`src/rtl/apb_timer_master_if.sv`:
```
// Command/response and APB bus bundle for the timer APB requester.
// The master modport is the requester's view; slave is the environment's view.
interface apb_timer_master_if #(
   parameter int ADDR_W = 12,
   parameter int DATA_W = 32
);
   logic              cmd_valid;
   logic              cmd_ready;
   logic              cmd_write;
   logic [ADDR_W-1:0] cmd_addr;
   logic [DATA_W-1:0] cmd_wdata;
   logic [3:0]        cmd_strb;
   logic              rsp_valid;
   logic              rsp_ready;
   logic [DATA_W-1:0] rsp_rdata;
   logic              rsp_slverr;
   logic              rsp_timeout;
   logic              m_psel;
   logic              m_penable;
   logic              m_pwrite;
   logic [ADDR_W-1:0] m_paddr;
   logic [DATA_W-1:0] m_pwdata;
   logic [3:0]        m_pstrb;
   logic [DATA_W-1:0] m_prdata;
   logic              m_pready;
   logic              m_pslverr;

   modport master (
      input  cmd_valid, cmd_write, cmd_addr, cmd_wdata, cmd_strb, rsp_ready,
             m_prdata, m_pready, m_pslverr,
      output cmd_ready, rsp_valid, rsp_rdata, rsp_slverr, rsp_timeout,
             m_psel, m_penable, m_pwrite, m_paddr, m_pwdata, m_pstrb
   );

   modport slave (
      output cmd_valid, cmd_write, cmd_addr, cmd_wdata, cmd_strb, rsp_ready,
             m_prdata, m_pready, m_pslverr,
      input  cmd_ready, rsp_valid, rsp_rdata, rsp_slverr, rsp_timeout,
             m_psel, m_penable, m_pwrite, m_paddr, m_pwdata, m_pstrb
   );
endinterface

```
`src/rtl/apb_timer_master.sv`:
```
// Single-outstanding APB requester for the timer register port: one command in,
// one SETUP/ACCESS transfer out, one response back, with a wait-state timeout.
module apb_timer_master #(
   parameter int ADDR_W  = 12,
   parameter int DATA_W  = 32,
   parameter int TIMEOUT = 16
) (
   input logic                 sys_clk,
   input logic                 sys_rst_n,
   apb_timer_master_if.master  bus
);
   localparam int CNT_W = (TIMEOUT > 0) ? $clog2(TIMEOUT + 1) : 1;
   localparam logic [CNT_W-1:0] CNT_LAST = CNT_W'(TIMEOUT - 1);

   typedef enum logic [1:0] {
      S_IDLE   = 2'd0,
      S_SETUP  = 2'd1,
      S_ACCESS = 2'd2,
      S_RESP   = 2'd3
   } state_t;

   state_t            r_state;
   logic [CNT_W-1:0]  r_cnt;
   logic              r_psel;
   logic              r_penable;
   logic              r_pwrite;
   logic [ADDR_W-1:0] r_paddr;
   logic [DATA_W-1:0] r_pwdata;
   logic [3:0]        r_pstrb;
   logic              r_rsp_valid;
   logic [DATA_W-1:0] r_rsp_rdata;
   logic              r_rsp_slverr;
   logic              r_rsp_timeout;
   logic              w_cmd_ready;

   assign w_cmd_ready     = (r_state == S_IDLE);
   assign bus.cmd_ready   = w_cmd_ready;
   assign bus.m_psel      = r_psel;
   assign bus.m_penable   = r_penable;
   assign bus.m_pwrite    = r_pwrite;
   assign bus.m_paddr     = r_paddr;
   assign bus.m_pwdata    = r_pwdata;
   assign bus.m_pstrb     = r_pstrb;
   assign bus.rsp_valid   = r_rsp_valid;
   assign bus.rsp_rdata   = r_rsp_rdata;
   assign bus.rsp_slverr  = r_rsp_slverr;
   assign bus.rsp_timeout = r_rsp_timeout;

   // Transfer sequencer: APB phases, wait counting and response holding.
   always_ff @(posedge sys_clk or negedge sys_rst_n) begin
      if (!sys_rst_n) begin
         r_state       <= S_IDLE;
         r_cnt         <= {CNT_W{1'b0}};
         r_psel        <= 1'b0;
         r_penable     <= 1'b0;
         r_pwrite      <= 1'b0;
         r_paddr       <= {ADDR_W{1'b0}};
         r_pwdata      <= {DATA_W{1'b0}};
         r_pstrb       <= 4'h0;
         r_rsp_valid   <= 1'b0;
         r_rsp_rdata   <= {DATA_W{1'b0}};
         r_rsp_slverr  <= 1'b0;
         r_rsp_timeout <= 1'b0;
      end else begin
         case (r_state)
            S_IDLE: begin
               if (bus.cmd_valid && w_cmd_ready) begin
                  // Misaligned commands are answered locally without touching the bus.
                  if (bus.cmd_addr[1:0] != 2'b00) begin
                     r_state       <= S_RESP;
                     r_rsp_valid   <= 1'b1;
                     r_rsp_rdata   <= {DATA_W{1'b0}};
                     r_rsp_slverr  <= 1'b1;
                     r_rsp_timeout <= 1'b0;
                  end else begin
                     r_state   <= S_SETUP;
                     r_cnt     <= {CNT_W{1'b0}};
                     r_psel    <= 1'b1;
                     r_penable <= 1'b0;
                     r_pwrite  <= bus.cmd_write;
                     r_paddr   <= bus.cmd_addr;
                     r_pwdata  <= bus.cmd_wdata;
                     r_pstrb   <= bus.cmd_write ? bus.cmd_strb : 4'h0;
                  end
               end else begin
                  r_state <= S_IDLE;
               end
            end
            S_SETUP: begin
               r_state   <= S_ACCESS;
               r_penable <= 1'b1;
            end
            S_ACCESS: begin
               if (bus.m_pready) begin
                  r_state       <= S_RESP;
                  r_psel        <= 1'b0;
                  r_penable     <= 1'b0;
                  r_rsp_valid   <= 1'b1;
                  r_rsp_rdata   <= r_pwrite ? {DATA_W{1'b0}} : bus.m_prdata;
                  r_rsp_slverr  <= bus.m_pslverr;
                  r_rsp_timeout <= 1'b0;
               end else if ((TIMEOUT > 0) && (r_cnt == CNT_LAST)) begin
                  r_state       <= S_RESP;
                  r_psel        <= 1'b0;
                  r_penable     <= 1'b0;
                  r_rsp_valid   <= 1'b1;
                  r_rsp_rdata   <= {DATA_W{1'b0}};
                  r_rsp_slverr  <= 1'b1;
                  r_rsp_timeout <= 1'b1;
               end else begin
                  r_cnt <= r_cnt + CNT_W'(1);
               end
            end
            S_RESP: begin
               if (bus.rsp_ready) begin
                  r_state     <= S_IDLE;
                  r_rsp_valid <= 1'b0;
               end else begin
                  r_state <= S_RESP;
               end
            end
            default: begin
               r_state     <= S_IDLE;
               r_psel      <= 1'b0;
               r_penable   <= 1'b0;
               r_rsp_valid <= 1'b0;
            end
         endcase
      end
   end
endmodule

```
`src/flat_wrapper.sv`:
```
// flat-port wrapper written by rule: the top's interface ports become plain ports
module apb_timer_master_flat 
#(
   parameter int ADDR_W  = 12,
   parameter int DATA_W  = 32,
   parameter int TIMEOUT = 16
)
  (sys_clk, sys_rst_n, bus_cmd_valid, bus_cmd_write, bus_cmd_addr, bus_cmd_wdata, bus_cmd_strb, bus_rsp_ready, bus_m_prdata, bus_m_pready, bus_m_pslverr, bus_cmd_ready, bus_rsp_valid, bus_rsp_rdata, bus_rsp_slverr, bus_rsp_timeout, bus_m_psel, bus_m_penable, bus_m_pwrite, bus_m_paddr, bus_m_pwdata, bus_m_pstrb);
  apb_timer_master_if #(.ADDR_W(ADDR_W), .DATA_W(DATA_W)) bus_i ();
  input logic sys_clk;
  input logic sys_rst_n;
  input wire logic [$bits(bus_i.cmd_valid)-1:0] bus_cmd_valid;
  input wire logic [$bits(bus_i.cmd_write)-1:0] bus_cmd_write;
  input wire logic [$bits(bus_i.cmd_addr)-1:0] bus_cmd_addr;
  input wire logic [$bits(bus_i.cmd_wdata)-1:0] bus_cmd_wdata;
  input wire logic [$bits(bus_i.cmd_strb)-1:0] bus_cmd_strb;
  input wire logic [$bits(bus_i.rsp_ready)-1:0] bus_rsp_ready;
  input wire logic [$bits(bus_i.m_prdata)-1:0] bus_m_prdata;
  input wire logic [$bits(bus_i.m_pready)-1:0] bus_m_pready;
  input wire logic [$bits(bus_i.m_pslverr)-1:0] bus_m_pslverr;
  output wire logic [$bits(bus_i.cmd_ready)-1:0] bus_cmd_ready;
  output wire logic [$bits(bus_i.rsp_valid)-1:0] bus_rsp_valid;
  output wire logic [$bits(bus_i.rsp_rdata)-1:0] bus_rsp_rdata;
  output wire logic [$bits(bus_i.rsp_slverr)-1:0] bus_rsp_slverr;
  output wire logic [$bits(bus_i.rsp_timeout)-1:0] bus_rsp_timeout;
  output wire logic [$bits(bus_i.m_psel)-1:0] bus_m_psel;
  output wire logic [$bits(bus_i.m_penable)-1:0] bus_m_penable;
  output wire logic [$bits(bus_i.m_pwrite)-1:0] bus_m_pwrite;
  output wire logic [$bits(bus_i.m_paddr)-1:0] bus_m_paddr;
  output wire logic [$bits(bus_i.m_pwdata)-1:0] bus_m_pwdata;
  output wire logic [$bits(bus_i.m_pstrb)-1:0] bus_m_pstrb;
  assign bus_i.cmd_valid = bus_cmd_valid;
  assign bus_i.cmd_write = bus_cmd_write;
  assign bus_i.cmd_addr = bus_cmd_addr;
  assign bus_i.cmd_wdata = bus_cmd_wdata;
  assign bus_i.cmd_strb = bus_cmd_strb;
  assign bus_i.rsp_ready = bus_rsp_ready;
  assign bus_i.m_prdata = bus_m_prdata;
  assign bus_i.m_pready = bus_m_pready;
  assign bus_i.m_pslverr = bus_m_pslverr;
  assign bus_cmd_ready = bus_i.cmd_ready;
  assign bus_rsp_valid = bus_i.rsp_valid;
  assign bus_rsp_rdata = bus_i.rsp_rdata;
  assign bus_rsp_slverr = bus_i.rsp_slverr;
  assign bus_rsp_timeout = bus_i.rsp_timeout;
  assign bus_m_psel = bus_i.m_psel;
  assign bus_m_penable = bus_i.m_penable;
  assign bus_m_pwrite = bus_i.m_pwrite;
  assign bus_m_paddr = bus_i.m_paddr;
  assign bus_m_pwdata = bus_i.m_pwdata;
  assign bus_m_pstrb = bus_i.m_pstrb;
  apb_timer_master #(.ADDR_W(ADDR_W), .DATA_W(DATA_W), .TIMEOUT(TIMEOUT)) u_core (.sys_clk(sys_clk), .sys_rst_n(sys_rst_n), .bus(bus_i));
endmodule
```
`config.mk`:
```
export PLATFORM = sky130hd
export DESIGN_NAME = apb_timer_master_flat
export DESIGN_NICKNAME = d
export VERILOG_FILES = /design/src/rtl/apb_timer_master_if.sv /design/src/rtl/apb_timer_master.sv /design/src/flat_wrapper.sv
export SDC_FILE = /design/constraint.sdc
export NUM_CORES = 1
export LEC_CHECK = 0
export CELL_PAD_IN_SITES_DETAIL_PLACEMENT = 1
export CELL_PAD_IN_SITES_GLOBAL_PLACEMENT = 1
export CORE_MARGIN = 1
export CORE_UTILIZATION = 34
export DETAILED_ROUTE_END_ITERATION = 7
export PLACE_DENSITY = 0.93
export SYNTH_ARGS = -nofsm -noshare
export SYNTH_HDL_FRONTEND = slang
export SYNTH_SLANG_ARGS = --single-unit
```
`constraint.sdc`:
```
create_clock -name sys_clk -period 4.41 [get_ports sys_clk]
set_input_delay 1.323 -clock sys_clk [delete_from_list [all_inputs] [get_ports sys_clk]]
set_output_delay 1.323 -clock sys_clk [all_outputs]
set_load 0.05 [all_outputs]
```
* After elaboration in Yosys (flattened, before gate mapping)
Cells that the tools add are included.
** Word-level totals
- Bits in registers :: 93
- Input port bits :: 87
- Output and inout port bits :: 87
- Logic and storage cells :: 75
** Cells by class
- Add/sub/neg operators :: 1
- Equal/unequal tests :: 11
- Muxes and demuxes :: 38
- Bitwise operators :: 1
- Reductions and logical operators :: 12
** Operator list (count)
- two-way mux 32 bit :: 5
- one-hot mux 32 bit (2 select lines) :: 1
- two-way mux 5 bit :: 4
- two-way mux 1 bit :: 15
- != test 2 bit, second input constant :: 6
- AND reduction 4 bit :: 3
- two-way mux 2 bit :: 5
- one-hot mux 5 bit (2 select lines) :: 1
- AND reduction 5 bit :: 2
- one-hot mux 2 bit (4 select lines) :: 1
- one-hot mux 1 bit (2 select lines) :: 3
- one-hot mux 1 bit (3 select lines) :: 2
- nonzero test 3 bit :: 2
- adder 5 x 1 -> 5 bit, second input constant :: 1
- == test 5 x 4 -> 1 bit, second input constant :: 1
- == test 2 bit, second input constant :: 2
- two-way mux 4 bit :: 1
- nonzero test 2 bit :: 2
- != test 3 x 2 -> 1 bit, second input constant :: 1
- AND reduction 3 bit :: 1
- == test 2 x 1 -> 1 bit, second input constant :: 1
- logical NOT 2 bit :: 1
- logical AND 1 bit :: 1
- inverter 1 bit :: 1

* Logic depth before layout (Yosys ltp)
- Word-level depth :: 4
- Depth in mapped cells :: 8
- Depth with buffers taken out :: 6

* Worst setup path after synthesis
No wires, ideal clock.
- Kind :: input -> register
- Start point :: input bus_m_pready
- End point :: register u_core.r_rsp_timeout (netlist: u_core.bus.rsp_timeout)
- Library setup time :: 0.125 ns
- Arrival :: 2.330 ns
- Required time :: 4.285 ns
- Setup slack :: 1.956 ns
- Stages on the path :: 5
- Buffers on the path :: 2
- Path through :: buf_2 > nor3b_1 > a211o_1 > buf_6 > mux2_2
** On the way
- Word-level cells in the longest chain between the ends :: 2
- Elaborated cells between the ends (all ways) :: 4
- Those cells by class :: 1 x eq/ne; 2 x mux; 1 x reduce/logical
** RTL lines
- from (decl) :: RTL line flat_wrapper.sv:19 : input wire logic [$bits(bus_i.m_pready)-1:0] bus_m_pready;
- != test 3 x 2 -> 1 bit (no line) or two-way mux 1 bit (tied branches)
- AND reduction 4 bit (no line) or one-hot mux 1 bit (2 select lines) (tied branches)
- to (signal assigned) :: RTL line apb_timer_master.sv:63 : r_rsp_timeout <= 1'b0;
- to (signal assigned) :: RTL line apb_timer_master.sv:74 : r_rsp_timeout <= 1'b0;
- to (signal assigned) :: RTL line apb_timer_master.sv:101 : r_rsp_timeout <= 1'b0;
- to (decl) :: RTL line apb_timer_master.sv:33 : logic r_rsp_timeout;
Several ways; a longest one is shown, not always the timed one.
A chain may end at the register's enable or synchronous reset.

* Final worst setup path
- Start point :: register u_core.r_state[0]
- End point :: output bus_cmd_ready
** On the way
- Word-level cells in the longest chain between the ends :: 1
** RTL lines
- from (decl) :: RTL line apb_timer_master.sv:22 : state_t r_state;
- from (signal assigned) :: RTL line apb_timer_master.sv:52 : r_state <= S_IDLE;
- from (signal assigned) :: RTL line apb_timer_master.sv:70 : r_state <= S_RESP;
- from (signal assigned) :: RTL line apb_timer_master.sv:76 : r_state <= S_SETUP;
- logical NOT 2 bit :: RTL line apb_timer_master.sv:36 : assign w_cmd_ready = (r_state == S_IDLE);
- to (decl) :: RTL line flat_wrapper.sv:21 : output wire logic [$bits(bus_i.cmd_ready)-1:0] bus_cmd_ready;
No other way between the ends.

==> qor.yml <==
drt:
  drt_wl_total_um: 10200
  viasPerCell: 4.88
  drc: 0
  first_pass_iters: 4
  vias: 2764
  antenna_left: 0
  drt_iter0_markers: 73
  wl_per_cell_um: 18.1
floorplan:
  dieWidth_um: 106
  rows: 37
  dieArea_um2: 11300
  core_region_area_um2: 10400
  die_y_um: 106
  ios: 174
  initial_core_util_pct: 35.4
logic_synthesis:
  synthTopCellsByArea: "dfrtp_1, mux2_2, a22o_1, buf_6, mux2_4"
  ys_seq_area_share_pct: 63.1
  synth_area_leader_cell: "dfrtp_1"
  synth_cell_types: 40
  postSynthCellCount: 253
  synth_nets: 342
  ys_seq_elements: 93
  synth.yosys.warnings: 0
  synth_area_um2: 3690
  netlist.area_leader.share_pct: 63.1
  async_reset_ff_share_pct: 100
  synth.avg_cell_area_um2: 14.6
  synth_edf_count: 0
  ys.flop_type: "dfrtp_1"
clock_tree:
  clk-insertion-delay-late_ps: 360
  clock-root-buffer: "clkbuf_8"
  numCtsBuffers: 9
  ctsResizeCount: 0
  clkTransAtPathRegs_ps: 90
  cts_hold_buf: 0
  htreeDepth: 3
  post-cts-setup-buffers: 0
  cts_tree: "done"
  max-clock-path-buffers: 2
  cts.sinks: 93
critical_path:
  worstPathCellList: "nor2_2 -> clkdlybuf4s50_1"
  cp_num_buf_inv: 1
  worstSetupStartpointType: "flop"
  path_max_fanout: 14
  worst-endpoint-arrival_ps: 2120
  endpoint_kind: "output pin"
  required_ps: 3090
  critPathSlowestCell: "clkdlybuf4s50_1"
  path_delay_family: "buffers and inverters"
  critical-path-max-stage-delay_ps: 880
  criticalPathCategory: "reg -> out"
sta:
  fin_skew_ps: 10.4
  rsz0062_at_grt: "false"
  slew_viol_final: 0
  worst_pin_slew_ps: 1170
  finalCritPeriodShare_pct: 78.1
  hold_viol_final: 0
  maxSlewHeadroom_pct: 22.2
  post-route-min-period_ps: 3450
  finalSetupViolations: 0
  holdWs_ps: 496
  tns_ps: 0
  fmax_mhz: 290
grt:
  grt_pass1_wl_um: 16500
  grt_max_degree: 94
  antenna_found_initial: 0
  grt_util_all_layers_pct: 19.1
  grt_pass1_vias: 3097
  overflow: 0
outcome:
  status: "complete, no violations"
power:
  total_power_mw: 4.59
  power_per_cell_area_nw_per_um2: 804
  leakagePower_nw: 2.50
  ir_worst_vdd_uv: 353
run:
  drv_cap: 0
finish:
  syn2layout_area_growth_pct: 54.9
  antenna_cells: 0
  drive_gt1_share_pct: 17.0
  final_cell_mix: "clkdlybuf4s50_1, dfrtp_1, mux2_2"
  final_util_pct: 54.8
  layout_commonest_cell: "clkdlybuf4s50_1"
  nets: 514
hold_path:
  min_path_type: "reg -> reg"
placed_design:
  place.port_buffers: 173
  place_congestion: 0.807
  dp_hpwl_um: 7540
[stage by stage]
stage	instance area (um2)	setup WS [ps]	std cells
after floorplan	3690	1960	253
after global placement	5500	1210	550
after detailed placement	5500	1140	550
after CTS	5710	940	566
after global routing	5710	852	566
final	5710	964	566
[layer usage]
| layer | up-vias | share of wire, % | track usage [%] |
|---|---|---|---|
| met2 | 104 | 52 | 33.6 |
| li1 | 1275 | - | - |
| met1 | 1369 | 40 | 22.0 |
| met4 | 0 | 2.0 | 8.23 |
| met5 | - | 0 | 0 |
| met3 | 16 | 6.6 | 4.78 |
[path summary, 6_finish.rpt]
check / from / cells after the start / slack (ps) / endpoint
worst max-delay path: u_core.r_state[0] / 2 / 960 / bus_cmd_ready
worst min-delay path: u_core.bus.m_pstrb[0] / 1 / 500 / u_core.bus.m_pstrb[0]
worst max register to register: u_core.r_cnt[0] / 7 / 1950 / u_core.bus.rsp_timeout
worst min register to register: u_core.bus.m_pstrb[0] / 1 / 500 / u_core.bus.m_pstrb[0]
max in group asynchronous: sys_rst_n / 1 / 2480 / u_core.bus.m_pwdata[27]
min in group asynchronous: sys_rst_n / 1 / 1190 / u_core.r_state[0]
[worst register-to-register path, delay by kind of cell, from the launching register on]
| kind | cells | cell delay [ps] |
|---|---|---|
| AO/OA/AOI/OAI | 1 | 170 |
| adder cells (fa/ha/maj) | 2 | 520 |
| buffers and inverters | 1 | 340 |
| flip-flops | 1 | 440 |
| multiplexers | 1 | 380 |
| AND/OR/NAND/NOR | 2 | 510 |
[flip-flops by register name (all words and copies together) (netlist names)]
signal / flops
u_core.bus.m_pwdata: 32
u_core.bus.rsp_rdata: 32
u_core.bus.m_paddr: 12
u_core.r_cnt: 5
u_core.bus.m_pstrb: 4
u_core.r_state: 2
u_core.bus.m_penable: 1
u_core.bus.m_psel: 1
u_core.bus.m_pwrite: 1
u_core.bus.rsp_slverr: 1
u_core.bus.rsp_timeout: 1
u_core.bus.rsp_valid: 1
[area by class of cell]
type / count / area [um2]
clock buffers: 12 / 155
clock inverters: 4 / 55.1
fillers: 1055 / 4710
inverters: 4 / 15.0
multi-input cells: 141 / 1240
flip-flops and latches: 93 / 2330
well taps: 136 / 170
repair buffers: 176 / 1750
[power by group]
| group | leakage, nW | internal, mW | total, mW | switching, mW |
|---|---|---|---|---|
| Clock | 0.103 | 0.297 | 0.592 | 0.296 |
| Combinational | 1.21 | 0.953 | 2.57 | 1.62 |
| Sequential | 1.19 | 1.20 | 1.43 | 0.234 |
| Total | 2.50 | 2.45 | 4.59 | 2.15 |
[kinds of logic (layout without fill, tap and decap cells)]
kind of cell,Yosys count,count (layout),synth area share (%)
muxes,44,44,13.8
and+or+nand+nor,31,31,5.12
DFF,93,93,63.1
buffers and inverters,19,196,3.43
AOI/OAI and AO/OA,64,64,13.8
adders and majority gates,2,2,0.679
[Yosys cell counts, types with 3 or more instances]
master / count
dfrtp_1: 93
mux2_2: 40
a22o_1: 33
buf_2: 8
a21oi_1: 7
buf_6: 6
nor2_1: 6
o21ai_0: 6
a21bo_2: 4
mux2_4: 4
nand2_1: 4
nand4_1: 4
inv_1: 3
nor3_1: 3
(Power assumes the default switching activity.)
